<file path="src/rtl/disp_scan_arb.sv">
// 4-digit 7-segment scan driver with a two-requester round-robin write port; SEG_PWM_EN adds brightness.
// Latency: a write is acked one cycle after request and reaches sseg from the next edge; outputs registered.
// Backpressure: a losing or just-granted requester holds req/sel/data until its gnt pulse.
module disp_scan_arb #(
    parameter int N     = 18,
    parameter int DEAD  = 4,
    parameter int PWM_W = 4
) (
    input  logic                 clk,
    input  logic                 reset_n,
    input  logic                 a_req,
    input  logic [1:0]           a_sel,
    input  logic [7:0]           a_data,
    output logic                 a_gnt,
    input  logic                 b_req,
    input  logic [1:0]           b_sel,
    input  logic [7:0]           b_data,
    output logic                 b_gnt,
`ifdef SEG_PWM_EN
    input  logic [PWM_W-1:0]     brightness,
`endif
    output logic [3:0]           an,
    output logic [7:0]           sseg
);

    localparam logic [N-3:0] DEAD_OFF = DEAD[N-3:0];

    logic [N-1:0] q;
    logic [7:0]   d [4];
    logic         rr_b_last;

    logic         a_elig;
    logic         b_elig;
    logic         a_win;
    logic         b_win;
    logic         tie;

    logic [1:0]   slot;
    logic [N-3:0] off;
    logic [PWM_W:0] duty;
    logic         lit;

    // Ack pulse doubles as a one-cycle lockout for the same requester.
    assign a_elig = a_req & ~a_gnt;
    assign b_elig = b_req & ~b_gnt;
    assign tie    = a_elig & b_elig;
    assign a_win  = a_elig & (~b_elig | rr_b_last);
    assign b_win  = b_elig & ~a_win;

    assign slot = q[N-1:N-2];
    assign off  = q[N-3:0];

    // Without PWM the threshold sits above every offset value, giving full duty.
`ifdef SEG_PWM_EN
    assign duty = {1'b0, brightness};
`else
    assign duty = {1'b1, {PWM_W{1'b0}}};
`endif

    assign lit = (off >= DEAD_OFF) && ({1'b0, off[PWM_W-1:0]} < duty);

    always_ff @(posedge clk) begin
        if (!reset_n) begin
            q         <= '0;
            rr_b_last <= 1'b1;
            a_gnt     <= 1'b0;
            b_gnt     <= 1'b0;
            an        <= 4'b1111;
            sseg      <= 8'hFF;
            for (int i = 0; i < 4; i++) begin
                d[i] <= 8'hFF;
            end
        end else begin
            q     <= q + 1'b1;
            a_gnt <= a_win;
            b_gnt <= b_win;
            if (tie) begin
                rr_b_last <= b_win;
            end
            if (a_win) begin
                d[a_sel] <= a_data;
            end
            if (b_win) begin
                d[b_sel] <= b_data;
            end
            if (lit) begin
                an   <= ~(4'b0001 << slot);
                sseg <= d[slot];
            end else begin
                an   <= 4'b1111;
                sseg <= 8'hFF;
            end
        end
    end

endmodule

</file>
<file path="config.mk">
export PLATFORM = sky130hd
export DESIGN_NAME = disp_scan_arb
export DESIGN_NICKNAME = d
export VERILOG_FILES = /design/src/rtl/disp_scan_arb.sv
export SDC_FILE = /design/constraint.sdc
export NUM_CORES = 1
export LEC_CHECK = 0
export ABC_CLOCK_PERIOD_IN_PS = 2250
export BUFFER_PORTS_ARGS = -buffer_cell sky130_fd_sc_hd__buf_4
export CELL_PAD_IN_SITES_DETAIL_PLACEMENT = 2
export CELL_PAD_IN_SITES_GLOBAL_PLACEMENT = 2
export CORE_MARGIN = 2
export CORE_UTILIZATION = 38
export CTS_CLUSTER_DIAMETER = 40
export DETAILED_ROUTE_END_ITERATION = 16
export PLACE_DENSITY = 0.78
export RECOVER_POWER = 50
export SLEW_MARGIN = 20
export SYNTH_ARGS = -nofsm -noshare
export SYNTH_HDL_FRONTEND = slang
export SYNTH_SLANG_ARGS = --single-unit
</file>
<file path="constraint.sdc">
create_clock -name clk -period 2.25 [get_ports clk]
set_clock_uncertainty 0.1 [all_clocks]
set_input_delay 0.1125 -clock clk [delete_from_list [all_inputs] [get_ports clk]]
set_output_delay 0.1125 -clock clk [all_outputs]
set_load 0.01 [all_outputs]
</file>
== Word level (Yosys, flattened, before mapping) ==
Memory sizes are Yosys's and may differ from the RTL's. A register that Yosys moved wholly into a read port is not among the register bits.
Index checks and enable logic that the tools add are counted.
Storage, ports and cells
  bits in registers: 25
  memory bits (writable): 32
  input port bits: 24
  output and inout bits: 14
  memories kept: 1
Memory list
  d: words 4, bits a word 8, read ports 1, clocked after Yosys merged registers in 1, wr ports 4, line 29  | logic [7:0] d [4];
Cells by class
  add/subtract/negate cells: 1
  $lt $le $gt $ge: 2
  shift-type cells: 1
  muxes and demuxes: 13
  bitwise operators: 11
  reductions and logical operators: 5
Operators by type and width (count)
  adder 18 x 1 -> 18 bit, second input constant: 1
  greater-or-equal comparator 16 x 3 -> 1 bit, second input constant: 1
  2-to-1 mux 8 bit: 2
  OR reduction 8 bit: 2
  2-to-1 mux 1 bit: 9
  AND 1 bit: 5
  < comparator 4 x 5 -> 1 bit, second input constant: 1
  2-to-1 mux 2 bit: 2
  inverter 1 bit: 4
  inverter 4 bit: 1
  left shift 1 x 2 -> 4 bit, first input constant: 1
  AND reduction 2 bit: 1
  logical AND 1 bit: 1
  zero test 1 bit: 1
  bitwise OR 1 bit: 1

== Longest topological paths before layout ==
  word-level depth: 12
  gate-level depth with buffers: 5
  depth with buffers taken out: 5

== Least setup slack after synthesis ==
Ideal clock, no wire load.
  path type: flip-flop to flip-flop
  start: reg b_gnt
  end: mem d[3][0], enable pin
  library setup time: 373 ps
  arrival: 1484 ps
  required time: 1777 ps
  setup slack: 292 ps
  stages on the path, launching flop included: 6
  buffers on the path: 1
  clock period less this slack: 1958 ps
  path through: dfxtp_1 or3b_4 nand3_2 buf_6 o21ai_4 nor2b_1
RTL lines
  start, declared: line 18  | output logic b_gnt,
  start signal, assigned: line 76  | b_gnt <= b_win;
  end, declared: line 29

==> out/metrics.csv <==
stage,metric,value,unit
status,status,"complete, no violations",
power,switching_share,23.5,%
detailed_routing,postRouteAntennaNets,0,
power,clkPwrFrac,41.6,%
power,p_total,2540,uW
detailed_routing,drc,0,
finish,fin_area,0.00338,mm^2
finish,drive_above_1_share,21.7,%
detailed_routing,drt_iter0_markers,62,
synth,synth_edf_count,32,
placement,place.detailed.hpwl,5.13,mm
timing,hold_viol,0,
synth,synth_top_family_by_area,simple AND/OR/NAND/NOR gates,
global_routing,antenna_found_initial,0,
synth,synthAdderAreaFrac,0.878,%
finish,multiInputGateArea,0.00110,mm^2
placement,placed_cell_area,0.00324,mm^2
global_routing,grt_pass1_wl,11.8,mm
timing,slew_violations,0,
detailed_routing,wl_per_cell,18.3,um
clock_network,clk_pin_slew_worst_paths,0.07,ns
synth,yosysMostFrequentCell,dfxtp_1,
die,dieArea,0.00821,mm^2
finish,area_growth,18.7,%
die,start_util,39.3,%
detailed_routing,vias,1997,
worst_setup_path,critical_path_buf_inv_count,2,
timing,maxSlewHeadroom,48.9,%
global_routing,grt_use_total,18.7,%
placement,gp_congestion,0.779,
die,die_w,90.6,um
power,cellLeakagePower,0.00111,uW
die,core_area,0.00725,mm^2
power,irDropWorstVdd,0.346,mV
finish,final_cells,389,
die,io_pins,38,
worst_setup_path,crit_path_end_kind,flop,
clock_network,insertion_delay,0.34,ns
synth,synthDistinctLibCells,49,
timing,rsz0062_at_grt,false,
detailed_routing,firstDrtPassIters,4,
job,drv_cap,0,
power,internal_power,1940,uW
global_routing,grt_pass1_vias,2152,
synth,yosys.area.top_type,edfxtp_1,
power,pwr-share-comb,7.5,%
clock_network,htree_levels,3,
worst_setup_path,worstSetupStartpointType,input port,
timing,setup_ws,0.158,ns
synth,yosysWarnings,0,
timing,final.setup.tns,0,ns
synth,synth_top_area_share,33.7,%
synth,synthTopCellsByCount,"dfxtp_1 (33), edfxtp_1 (32), nand2_1 (27)",
min_path,min_path_type,input port to flop,
finish,fillCellCount,784,
clock_network,ctsLongestPathBuffers,2,
timing,final-setup-viol-count,0,
clock_network,root_buffer,clkbuf_8,
synth,synthXorXnorAreaFrac,3.07,%
timing,max_freq,478,MHz
worst_setup_path,crit_family,buffers and inverters,
clock_network,numClockSinks,65,
placement,placed_cells,372,
global_routing,grt_max_degree,19,
power,switchingPower,597,uW
die,die-height,90.6,um
worst_setup_path,crit_start,reset_n,
detailed_routing,routed_wl,7.12,mm
power,sequentialPowerShare,50.9,%
synth,syn_inst,239,
power,p_per_area,750,mW/mm^2
synth,ys_async_sr_fraction,0,%
synth,synthesis.area,0.00285,mm^2
placement,dp_slack,0.138,ns
finish,antenna_cells,0,
synth,synth_seq_cells,65,
worst_setup_path,max_stage_delay,0.52,ns
finish,nets,311,
synth,synth_compound_area_share,6.06,%
synth,syn-num-nets,265,
worst_setup_path,path_cells,dlygate4sd3_1 -> buf_4 -> and4bb_2 -> a21boi_1 -> o32ai_4 -> nand2b_1,
worst_setup_path,cp.required,2.13,ns
synth,ys_seq_area_share,56.9,%
synth,synthSimpleGateAreaFrac,21.7,%
clock_network,numCtsBuffers,9,
synth,syn_avg_cell_area,11.9,um^2
worst_setup_path,r2r-end,d[0][7],
synth,synthFlopType,dfxtp_1,
min_path,holdPathStages,3,
worst_setup_path,critPathArrivalTime,1.97,ns
clock_network,cts_setup_buffers,0,
detailed_routing,via_per_inst,5.13,
clock_network,cts_tree,yes,
worst_setup_path,rrSetupSlack,0.20,ns
worst_setup_path,rr_startpoint,a_gnt,
worst_setup_path,reg2regPathDepth,4,
worst_setup_path,path_class,input port to flop,
min_path,holdPathEnd,d[3][1],
synth,synthMuxAreaShare,7.73,%
die,rows,31,
timing,worst_pin_slew,0.765,ns
timing,fin_crit,2.09,ns
worst_setup_path,crit_fanout,18,
worst_setup_path,cp_slowest_cell,dlygate4sd3_1,
global_routing,overflow,0,
placement,io_buffers,37,
min_path,min_from,b_data[1],
synth,yosys-top-cells-area,"edfxtp_1 (34%), dfxtp_1 (23%), mux4_2 (6.3%)",
finish,seq_area,0.00162,mm^2
timing,period_share,93.0,%
-- cell families after synthesis --
| group | after synthesis |
|---|---|
| AO/OA/AOI/OAI | 21 |
| XOR/XNOR | 10 |
| adder cells (fa/ha/maj) | 2 |
| buffers and inverters | 23 |
| flip-flops | 65 |
| multiplexers | 12 |
| AND/OR/NAND/NOR | 106 |
-- layer usage --
layer	vias to the layer above	routed length, um	GRT usage (%)
met5	-	0	0
met4	0	136	8.46
met3	10	246	3.76
met2	45	3440	29.2
met1	996	3290	25.2
li1	946	-	-
-- how the worst max path moves through the flow --
stage / depth (start not counted) / end
2_1_floorplan: 5 / d[3][0]
3_3_place_gp: 4 / d[1][3]
3_5_place_dp: 4 / d[1][3]
4_1_cts: 4 / d[1][5]
5_1_grt: 4 / d[1][5]
6_report: 6 / d[0][7]
-- stage by stage --
stage / util [%] / hold WS [ns]
2_1_floorplan: - / 0.254
3_3_place_gp: 44.7 / 0.327
3_5_place_dp: 44.7 / 0.355
4_1_cts: 47.9 / 0.00399
5_1_grt: 46.6 / 0.0368
6_report: 46.6 / 0.0205
-- worst reg2reg max path, stage by stage, from the launching register on --
cell and delay (ns):
dfxtp_1 0.32, and2b_1 0.30, nand3_2 0.19, o32ai_4 0.32
nand2b_1 0.46
-- sequential cells by signal, summed over array words and instances (netlist names) --
name	cells
sseg	8
q	18
d	32
rr_b_last	1
a_gnt	1
an	4
b_gnt	1
-- repair_timing --
action / CTS / global route
hold buffers: 1 / 0
resized for setup: 0 / 1
endpoints found under the setup margin: 0 / 8
endpoints found under the hold margin: 1 / 0
-- layout by cell type, fill, tap and decap left out, types with 3 or more instances in the layout --
cell type,instances
nand3_1,19
nor3_1,3
nand3b_1,4
clkbuf_8,11
nor2_1,14
buf_4,26
nand3_2,3
nand2_1,27
o22ai_1,8
mux2i_1,4
xnor2_1,5
clkbuf_1,17
nand2b_1,12
dfxtp_1,33
nor4_1,5
edfxtp_1,32
mux4_2,8
inv_1,14
xor2_1,5
-- final cells by class --
cell class	count	share of cell area, %
sequential	65	47.9
multi-input combinational	151	32.4
timing repair buffer	44	7.95
clock buffer	13	5.96
tap	99	3.66
inverter	14	1.55
clock inverter	3	0.518
-- power groups by stage --
stage                     registers, uW  logic, uW  clock network [uW]
final                              1290        190                1050
after global routing               1290        211                1130
after CTS                          1290        199                1080
after detailed placement           1320        196                   0
after global placement             1320        187                   0
after floorplan                    1310        106                   0
Note: power is estimated with default switching activity, not from simulation.
